==> config.mk <==
export PLATFORM = sky130hd
export DESIGN_NAME = timer_sched
export DESIGN_NICKNAME = d
export VERILOG_FILES = /design/src/rtl/timer_sched.sv
export SDC_FILE = /design/constraint.sdc
export NUM_CORES = 1
export LEC_CHECK = 0
export BUFFER_PORTS_ARGS = -buffer_cell sky130_fd_sc_hd__buf_2
export CORE_MARGIN = 5
export CORE_UTILIZATION = 53
export CTS_BUF_LIST = sky130_fd_sc_hd__clkbuf_2
export CTS_CLUSTER_DIAMETER = 60
export DETAILED_ROUTE_END_ITERATION = 7
export PLACE_DENSITY = 0.8
export SYNTH_ARGS = -nofsm -noshare
export SYNTH_HDL_FRONTEND = slang
export SYNTH_SLANG_ARGS = --single-unit
==> constraint.sdc <==
create_clock -name clk -period 3.15 [get_ports clk]
set_clock_uncertainty 0.15 [all_clocks]
set_input_delay 0.4725 -clock clk [delete_from_list [all_inputs] [get_ports clk]]
set_output_delay 0.4725 -clock clk [all_outputs]
set_load 0.02 [all_outputs]
==> src/rtl/timer_sched.sv <==
// Multi-channel interval timer: a shared prescaler drives per-channel down-counters
// that toggle an LED on expiry. Expiry events are serialised round-robin onto a
// single valid/ready event port.
module timer_sched #(
    parameter int unsigned NCH      = 4,
    parameter int unsigned PRESCALE = 25_000_000,
    parameter int unsigned CNTW     = 16,
    parameter int unsigned CHW      = $clog2(NCH)
) (
    input  logic            clk,
    input  logic            rst_n,
    input  logic            cmd_valid,
    output logic            cmd_ready,
    input  logic [1:0]      cmd_op,
    input  logic [CHW-1:0]  cmd_ch,
    input  logic [CNTW-1:0] cmd_data,
    output logic            evt_valid,
    input  logic            evt_ready,
    output logic [CHW-1:0]  evt_ch,
    output logic [NCH-1:0]  led,
    output logic [NCH-1:0]  busy,
    output logic [NCH-1:0]  ovf
);

    // A single-cycle prescaler still needs a 1-bit register.
    localparam int unsigned PW = (PRESCALE > 1) ? $clog2(PRESCALE) : 1;
    localparam logic [PW-1:0] PrescMax = PW'(PRESCALE - 1);

    typedef enum logic [1:0] {
        OpLoad  = 2'd0,
        OpStart = 2'd1,
        OpStop  = 2'd2,
        OpClear = 2'd3
    } op_e;

    logic [PW-1:0]   presc_q, presc_d;
    logic            tick;
    logic            ready_q;

    logic [CNTW-1:0] period_q [NCH];
    logic [CNTW-1:0] period_d [NCH];
    logic [CNTW-1:0] count_q  [NCH];
    logic [CNTW-1:0] count_d  [NCH];
    logic [NCH-1:0]  running_q, running_d;
    logic [NCH-1:0]  led_q, led_d;
    logic [NCH-1:0]  pending_q, pending_d;
    logic [NCH-1:0]  ovf_q, ovf_d;

    logic            evt_valid_q, evt_valid_d;
    logic [CHW-1:0]  evt_ch_q, evt_ch_d;
    logic [CHW-1:0]  rr_ptr_q, rr_ptr_d;

    logic            cmd_fire;
    logic [NCH-1:0]  hit;
    logic            out_free;
    logic            found;
    logic            grant;
    logic [CHW-1:0]  gnt_ch;
    logic [CHW-1:0]  scan_ch;
    int unsigned     scan_idx;

    assign cmd_fire  = cmd_valid && ready_q;
    assign cmd_ready = ready_q;
    assign evt_valid = evt_valid_q;
    assign evt_ch    = evt_ch_q;
    assign led       = led_q;
    assign busy      = running_q;
    assign ovf       = ovf_q;

    // Prescaler wrap and tick strobe.
    always_comb begin
        tick    = (presc_q == PrescMax);
        presc_d = tick ? '0 : presc_q + PW'(1);
    end

    // Round-robin scan of pending bits starting at rr_ptr.
    always_comb begin
        out_free = !evt_valid_q || evt_ready;
        found    = 1'b0;
        gnt_ch   = '0;
        scan_idx = 0;
        scan_ch  = '0;
        for (int unsigned i = 0; i < NCH; i++) begin
            scan_idx = (32'(rr_ptr_q) + i) % NCH;
            scan_ch  = CHW'(scan_idx);
            if (!found && pending_q[scan_ch]) begin
                found  = 1'b1;
                gnt_ch = scan_ch;
            end
        end
        grant = out_free && found;

        evt_valid_d = evt_valid_q;
        evt_ch_d    = evt_ch_q;
        rr_ptr_d    = rr_ptr_q;
        if (out_free) begin
            evt_valid_d = found;
            if (found) begin
                evt_ch_d = gnt_ch;
                rr_ptr_d = CHW'((32'(gnt_ch) + 1) % NCH);
            end
        end
    end

    // Per-channel commands and counting; a command on a channel masks its tick.
    always_comb begin
        for (int unsigned c = 0; c < NCH; c++) begin
            hit[c]       = cmd_fire && (32'(cmd_ch) == c);
            period_d[c]  = period_q[c];
            count_d[c]   = count_q[c];
            running_d[c] = running_q[c];
            led_d[c]     = led_q[c];
            ovf_d[c]     = ovf_q[c];
            pending_d[c] = pending_q[c];
            if (grant && (32'(gnt_ch) == c)) begin
                pending_d[c] = 1'b0;
            end
            if (hit[c]) begin
                case (cmd_op)
                    OpLoad: begin
                        period_d[c] = cmd_data;
                        count_d[c]  = cmd_data;
                    end
                    OpStart: begin
                        if (period_q[c] != '0) begin
                            running_d[c] = 1'b1;
                            count_d[c]   = period_q[c];
                        end
                    end
                    OpStop: begin
                        running_d[c] = 1'b0;
                    end
                    OpClear: begin
                        running_d[c] = 1'b0;
                        count_d[c]   = period_q[c];
                        led_d[c]     = 1'b0;
                        pending_d[c] = 1'b0;
                        ovf_d[c]     = 1'b0;
                    end
                    default: ;
                endcase
            end else if (running_q[c] && tick) begin
                if (count_q[c] > CNTW'(1)) begin
                    count_d[c] = count_q[c] - CNTW'(1);
                end else if (count_q[c] == CNTW'(1)) begin
                    // New expiry overrides a same-cycle grant clear.
                    count_d[c]   = period_q[c];
                    led_d[c]     = ~led_q[c];
                    pending_d[c] = 1'b1;
                    if (pending_q[c]) begin
                        ovf_d[c] = 1'b1;
                    end
                end
            end
        end
    end

    // State registers.
    always_ff @(posedge clk or negedge rst_n) begin
        if (!rst_n) begin
            presc_q     <= '0;
            ready_q     <= 1'b0;
            running_q   <= '0;
            led_q       <= '0;
            pending_q   <= '0;
            ovf_q       <= '0;
            evt_valid_q <= 1'b0;
            evt_ch_q    <= '0;
            rr_ptr_q    <= '0;
            for (int unsigned c = 0; c < NCH; c++) begin
                period_q[c] <= '0;
                count_q[c]  <= '0;
            end
        end else begin
            presc_q     <= presc_d;
            ready_q     <= 1'b1;
            running_q   <= running_d;
            led_q       <= led_d;
            pending_q   <= pending_d;
            ovf_q       <= ovf_d;
            evt_valid_q <= evt_valid_d;
            evt_ch_q    <= evt_ch_d;
            rr_ptr_q    <= rr_ptr_d;
            period_q    <= period_d;
            count_q     <= count_d;
        end
    end

endmodule
## Word level (Yosys, flattened, before mapping)

Cells that the tools add are included.

- Memory bits (read-only): 0
- Bits in latches: 0
- Bits in writable memories: 0
- Output and inout port bits: 16
- Memories kept: 0
- Register bits: 175
- Input port bits: 24

- Equal/unequal tests: 34
- Bitwise logic cells: 4
- Add/sub/neg operators: 9
- Shift operators: 0
- Multiply operators: 0
- Reductions and logical operators: 68
- Divide/modulo/power cells: 0
- Muxes and demuxes: 110
- $lt $le $gt $ge: 8

Operators by type and width:

| cell | count |
|---|---|
| two-way mux 16 bit | 20 |
| case mux 16 bit (3 select lines) | 4 |
| two-way mux 1 bit | 73 |
| equality test 16 x 1 -> 1 bit, second input constant | 4 |
| greater-than comparator 16 x 1 -> 1 bit, second input constant | 4 |
| nonzero test 16 bit | 4 |
| subtractor 16 x 1 -> 16 bit, second input constant | 4 |
| AND reduction 4 bit | 8 |
| nonzero test 2 bit | 13 |
| adder 25 x 1 -> 25 bit, second input constant | 1 |
| equality test 25 bit, second input constant | 1 |
| two-way mux 25 bit | 1 |
| AND reduction 5 bit | 4 |
| logical AND 1 bit | 17 |
| inequality test 2 bit, second input constant | 8 |
| inequality test 4 x 1 -> 1 bit, second input constant | 4 |
| equality test 2 bit, second input constant | 6 |
| less-than comparator 2 x 3 -> 1 bit, second input constant | 4 |
| inequality test 3 bit, second input constant | 4 |
| AND reduction 3 bit | 4 |
| nonzero test 3 bit | 4 |
| AND reduction 2 bit | 5 |
| binary-select mux 1 bit (select 2 bit) | 4 |
| two-way mux 2 bit | 4 |
| other kinds (10) | 28 |

## Depth between registers and ports, before layout

Gate-level depths: netlist of the first run.

- Word-level depth: 19
- Mapped depth: 10
- Mapped depth without buffers: 9

## Least setup slack after synthesis of the first run

No wires, ideal clock.

- Kind: flip-flop to flip-flop
- Start point: register count_q[16] in the netlist's numbering
- End point: register count_q[18] in the netlist's numbering
- Required time: 2.874 ns
- Setup slack: 0.537 ns
- Library setup time: 0.126 ns
- Cell stages (with the launch flop): 10
- Data arrival time: 2.337 ns
- Path through: dfrtp_1 -> inv_1 -> ha_1 -> or3b_2 -> clkbuf_1 -> or4_1 -> or3_4 -> o21ai_4 -> buf_4 -> o21ai_1

- Word-level cells in the longest chain between the ends: 4
- Elaborated cells on any way between the ends: 8
- Those cells by class: add/sub (1); order compare (1); eq/ne (1); mux (3); reduce/logical (2)

Ends and longest elaborated chain:

| element | line | text |
|---|---|---|
| start, declared | 42 | `logic [CNTW-1:0] count_q [NCH];` |
| start signal, assigned | 185 | `count_q <= count_d;` |
| subtractor 16 x 1 -> 16 bit or greater-than comparator 16 x 1 -> 1 bit (tied branches) | 144, 143 |  |
| two-way mux 16 bit | 143 | `if (count_q[c] > CNTW'(1)) begin` |
| two-way mux 16 bit | 142 | `end else if (running_q[c] && tick) begin` |
| two-way mux 16 bit | 118 | `if (hit[c]) begin` |

Several ways; a longest one is shown, not always the timed one. The select of a mux whose other input is x is not followed.
A chain may end at the register's enable or synchronous reset.

## Worst setup path after layout of the first run

- Start point: register count_q[44] in the netlist's numbering
- End point: register count_q[40] in the netlist's numbering

- Word-level cells in the longest chain between the ends: 4
- Elaborated cells on any way between the ends: 7
- Those cells by class: order compare (1); eq/ne (1); mux (3); reduce/logical (2)

Ends and longest elaborated chain:

| element | line |
|---|---|
| greater-than comparator 16 x 1 -> 1 bit | 143 |
| two-way mux 16 bit | 143 |
| two-way mux 16 bit | 142 |
| two-way mux 16 bit | 118 |

Several ways; a longest one is shown, not always the timed one. The select of a mux whose other input is x is not followed.

==> reports/results.ini, run 1 <==
[outcome]
status=complete, no violations

[cts]
cts.sinks=175
cts_buffers=17
cts_resized=0
cts_tree=built
cts_root_buf=clkbuf_2
htreeDepth=4
clk_pin_slew_ns=0.26
clockBufferDepth=2
clkLatencyLatePin_ns=0.79

[global_routing]
first_global_vias=7874
antenna_found_initial=0
grt_usage_pct=25.8
grt_overflow_total=0
grt_pass1_wl_um=41800
grt_max_degree=70

[final_layout]
layout_common_cells=dfrtp_1, nor2_1, o21ai_0
final_layout_size_suffix_gt1_share_pct=17.9
multi_input_area_um2=4750
fill_cells=1495
final_common_cell=dfrtp_1
area_growth_syn_to_layout_pct=10.7
final_util_pct=60.0
nNetsFinal=1075
seq_area_um2=4380
insertedDiodeCount=0

[critical_path]
criticalPathCategory=reg -> reg
cp.required_ns=3.76
cp_max_fo=16
startpoint_type=register
r2r_start=count_q[44]$_DFFE_PN0P_
crit_arrival_ns=3.47
r2r_cells=6
critPathCaptureType=register
r2r-end=count_q[40]$_DFFE_PN0P_
r2r_setup_slack_ns=0.29

[place]
gp_congestion=0.958
place_hpwl_um=17900
io_buffer_count=39

[power]
p_leak_nw=4.51
powerDensity_nw_per_um2=673
fin_total_pwr_mw=7.01
irDropWorstVdd_uv=527

[logic_synthesis]
async_flop_share_pct=100
synth_seq_area_share_pct=46.5
synth-edff-count=0
avgSynthCellArea_um2=9.71
synthesis.area_um2=9420
synthFlopType=dfrtp_1
synth-warning-count=0
syn_nets=1007
synthCells=970
synth_cell_type_count=68
ys_ff_latch=175

[run]
maxCapViolCount=0

[sta]
finalSetupViolations=0
worst-slew-pin-transition_ns=1.11
finalSetupTns_ns=0
rsz0062_at_grt=false
slew_viol_final=0
slew_headroom_pct=25.7
min_period_ns=2.86
hold_viol_final=0
period_share_pct=90.7
timing.fmax_ghz=0.350

[min_path]
hp-class=in -> async

[drt]
route.detailed.drc=0
wl_um=25700
wl_per_cell_um=20.2
via_per_inst=6.57
antenna_left=0
first_iter_violations=983
dr.pass1.iters=6
vias=8368

[floorplanning]
rows=48
die_width_um=143
io_pins=40
die-area_um2=20500
die_y_um=143
core-area_um2=17400
initial_core_util_pct=54.3

-- how the worst max path moves through the flow --
stage / startpoint / end / slack [ns] / cells past startpoint
after floorplan: count_q[16]$_DFFE_PN0P_ / count_q[18]$_DFFE_PN0P_ / 0.54 / 9
after CTS: count_q[16]$_DFFE_PN0P_ / count_q[27]$_DFFE_PN0P_ / 0.31 / 8
final: count_q[44]$_DFFE_PN0P_ / count_q[40]$_DFFE_PN0P_ / 0.29 / 6
after detailed placement: count_q[16]$_DFFE_PN0P_ / count_q[27]$_DFFE_PN0P_ / 0.33 / 8
after global placement: count_q[16]$_DFFE_PN0P_ / count_q[27]$_DFFE_PN0P_ / 0.42 / 8
after global routing: count_q[28]$_DFFE_PN0P_ / count_q[31]$_DFFE_PN0P_ / 0.11 / 6
-- metal layers --
| layer | global-route usage, % | vias to the layer above | share of wire [%] |
|---|---|---|---|
| met1 | 36.9 | 4070 | 43 |
| met3 | 5.29 | 66 | 8.3 |
| met5 | 0 | - | 0 |
| met4 | 8.03 | 0 | 2.4 |
| met2 | 39.9 | 394 | 46 |
| li1 | - | 3838 | - |
-- flip-flops by register name (all words and copies together), names as in the netlist, 2 cells and up --
| signal | flops |
|---|---|
| count_q | 64 |
| period_q | 64 |
| presc_q | 25 |
| busy | 4 |
| led | 4 |
| ovf | 4 |
| pending_q | 4 |
| evt_ch | 2 |
| rr_ptr_q | 2 |
-- what timing repair did --
| action | CTS | global route |
|---|---|---|
| hold buffers | 20 | 0 |
| endpoints found under the hold margin | 254 | 0 |
| setup buffers | 0 | 0 |
-- synth_stat cells, drive strengths merged, types with 8 or more instances --
cell type / count / area, um^2
and3: 18 / 113
a31oi: 15 / 93.8
mux2: 65 / 732
nor4: 37 / 246
or4: 13 / 97.6
a211oi: 9 / 72.6
nand2: 64 / 240
xnor2: 9 / 78.8
buf: 19 / 115
a222oi: 23 / 230
clkbuf: 30 / 113
a221oi: 23 / 201
nand3: 26 / 130
nand4: 8 / 50.1
ha: 13 / 163
o21ai: 114 / 589
dfrtp: 175 / 4380
nor3: 35 / 175
nor2: 91 / 342
a21oi: 48 / 248
xor2: 17 / 149
nor2b: 8 / 50.1
inv: 21 / 78.8
-- critical path: stages, from the launching register on --
cell and delay [ns]:
dfrtp_1 0.49, nor4_1 0.47, o211ai_1 0.21, o31ai_2 0.92, a22oi_1 0.21, a21oi_1 0.22
o22a_1 0.15
-- where the power goes --
part | switching [mW] | total (mW) | internal, mW
sequential | 0.485 | 3.20 | 2.71
combinational | 1.64 | 2.75 | 1.11
clock | 0.844 | 1.07 | 0.221
total | 2.97 | 7.01 | 4.04
-- logic make-up (layout without fill, tap and decap cells) --
family	count (synthesis)	after routing	synth area share (%)
simple gates	333	333	18.2
compound gates	282	282	19.5
flops	175	175	46.5
mux	70	70	8.30
buf+inv	70	149	3.26
xor+xnor	26	26	2.42
fa+ha+maj	13	13	1.73
other cells	1	1	0.0398
-- per-stage QoR --
| stage | cell area [um^2] | cells | hold slack [ns] | setup WS, ns |
|---|---|---|---|---|
| final | 10400 | 1274 | 0.0436 | 0.293 |
| after global routing | 10400 | 1274 | 0.0180 | 0.107 |
| after CTS | 10400 | 1274 | 0.00245 | 0.308 |
| after detailed placement | 10000 | 1224 | 0.297 | 0.329 |
| after global placement | 10000 | 1224 | 0.293 | 0.419 |
| after floorplan | 9420 | 970 | 0.0269 | 0.537 |
-- layout make-up --
type | instances | area share (%)
Multi-Input combinational cell | 725 | 45.5
Sequential cell | 175 | 42.0
Inverter | 21 | 0.756
Timing Repair Buffer | 98 | 7.07
Clock inverter | 13 | 1.09
Clock buffer | 17 | 0.816
Tap cell | 225 | 2.70
(Power assumes the default switching activity.)
==> run 2: changes to the inputs <==
--- a/config.mk
+++ b/config.mk
@@ -6,11 +6,13 @@
 export NUM_CORES = 1
 export LEC_CHECK = 0
 export BUFFER_PORTS_ARGS = -buffer_cell sky130_fd_sc_hd__buf_2
+export CORE_ASPECT_RATIO = 1.4
 export CORE_MARGIN = 5
 export CORE_UTILIZATION = 53
 export CTS_BUF_LIST = sky130_fd_sc_hd__clkbuf_2
 export CTS_CLUSTER_DIAMETER = 60
 export DETAILED_ROUTE_END_ITERATION = 7
+export MAX_ROUTING_LAYER = met4
 export PLACE_DENSITY = 0.8
 export SYNTH_ARGS = -nofsm -noshare
 export SYNTH_HDL_FRONTEND = slang
==> reports/results.ini, run 2 (same netlist as run 1, synthesis figures left out) <==
[outcome]
status=complete, no violations

[min_path]
hp-class=in -> reg

[drt]
via_per_inst=6.43
route.detailed.drc=0
antenna_left=0
dr.pass1.iters=7
first_iter_violations=690
vias=8294
wl_um=24900
wl_per_cell_um=19.3

[sta]
period_share_pct=89.6
timing.fmax_ghz=0.354
hold_viol_final=0
rsz0062_at_grt=false
finalSetupViolations=0
slew_viol_final=0
worst-slew-pin-transition_ns=1.06
min_period_ns=2.82
slew_headroom_pct=29.3
finalSetupTns_ns=0

[floorplanning]
io_pins=40
die-area_um2=20600
initial_core_util_pct=54.1
rows=57
core-area_um2=17400
die_width_um=123
die_y_um=168

[critical_path]
cp_max_fo=32
startpoint_type=register
r2r_setup_slack_ns=0.33
crit_arrival_ns=3.38
cp.required_ns=3.71
criticalPathCategory=reg -> reg
critPathCaptureType=register

[cts]
cts_buffers=17
cts_tree=built
htreeDepth=4
cts.sinks=175
clockBufferDepth=2
cts_root_buf=clkbuf_2
clkLatencyLatePin_ns=0.80
cts_setup_buffers=0
clk_pin_slew_ns=0.29

[power]
p_leak_nw=4.52
fin_total_pwr_mw=7.04
irDropWorstVdd_uv=412
powerDensity_nw_per_um2=673

[place]
placed_cells=1236
gp_congestion=0.963
place_hpwl_um=17400
dpl_cell_area_um2=10000
io_buffer_count=39

[final_layout]
reg_top3=count_q x64, period_q x64, presc_q x25
area_growth_syn_to_layout_pct=11.1
fin_area_um2=10500
nNetsFinal=1077
fin_cells=1290
layout_common_cells=dfrtp_1, nor2_1, o21ai_0
final_layout_size_suffix_gt1_share_pct=18.1
final_common_cell=dfrtp_1
fill_cells=1533
final_util_pct=60.1

[global_routing]
antenna_found_initial=1
grt_usage_pct=25.7
first_global_vias=8064
grt_overflow_total=0
grt_max_degree=66
grt_pass1_wl_um=41200

[run]
maxCapViolCount=0

run 2: power by group:
part	leakage, nW	switching, mW	total, mW	internal, mW
sequential	2.28	0.475	3.19	2.71
clock	0.125	0.869	1.11	0.240
combinational	2.12	1.60	2.74	1.14
run 2: what timing repair did:
item | CTS | global route
endpoints found under the hold margin | 261 | 0
resized for setup | 0 | 1
setup endpoints to repair | 0 | 2
hold buffers | 21 | 0
run 2: final timing paths:
kind                       cells past startpoint                     from                 endpoint
hold reg to reg                                1     presc_q[4]$_DFF_PN0_     presc_q[4]$_DFF_PN0_
hold / removal                                 4                cmd_ch[1]      busy[0]$_DFFE_PN0P_
max in group asynchronous                      4                    rst_n  count_q[25]$_DFFE_PN0P_
setup / recovery                               8  count_q[17]$_DFFE_PN0P_  count_q[27]$_DFFE_PN0P_
setup reg to reg                               8  count_q[17]$_DFFE_PN0P_  count_q[27]$_DFFE_PN0P_
min in group asynchronous                      3                    rst_n   pending_q[0]$_DFF_PN0_
run 2: through the flow:
| step | worst slack, ns | hold WS, ns |
|---|---|---|
| after CTS | 0.311 | 0.0689 |
| final | 0.328 | 0.101 |
| after detailed placement | 0.361 | 0.310 |
| after global routing | 0.108 | 0.0581 |
| after floorplan | 0.537 | 0.0269 |
| after global placement | 0.400 | 0.308 |
run 2: critical path: stages, from the launching register on:
cell and delay [ns]:
dfrtp_1 0.45, inv_1 0.12, ha_1 0.22, or3b_2 0.47, or4_1 0.40, or3_4 0.35
o21ai_4 0.31, a21oi_1 0.08, o22a_1 0.21
run 2: final cells by class:
type	instances	area (um^2)	area share (%)
Antenna cell	1	2.50	0.0239
Clock buffer	18	90.1	0.861
Clock inverter	14	121	1.16
Inverter	21	78.8	0.754
Multi-Input combinational cell	725	4750	45.5
Sequential cell	175	4380	41.9
Tap cell	236	295	2.82
Timing Repair Buffer	100	737	7.05
run 2: per-layer routing:
metal | vias up | routed length (um) | track usage [%]
li1 | 3830 | - | -
met1 | 4057 | 9930 | 32.0
met2 | 329 | 11900 | 39.8
met3 | 78 | 1590 | 4.45
met4 | 0 | 1530 | 14.1
met5 | - | 0 | -
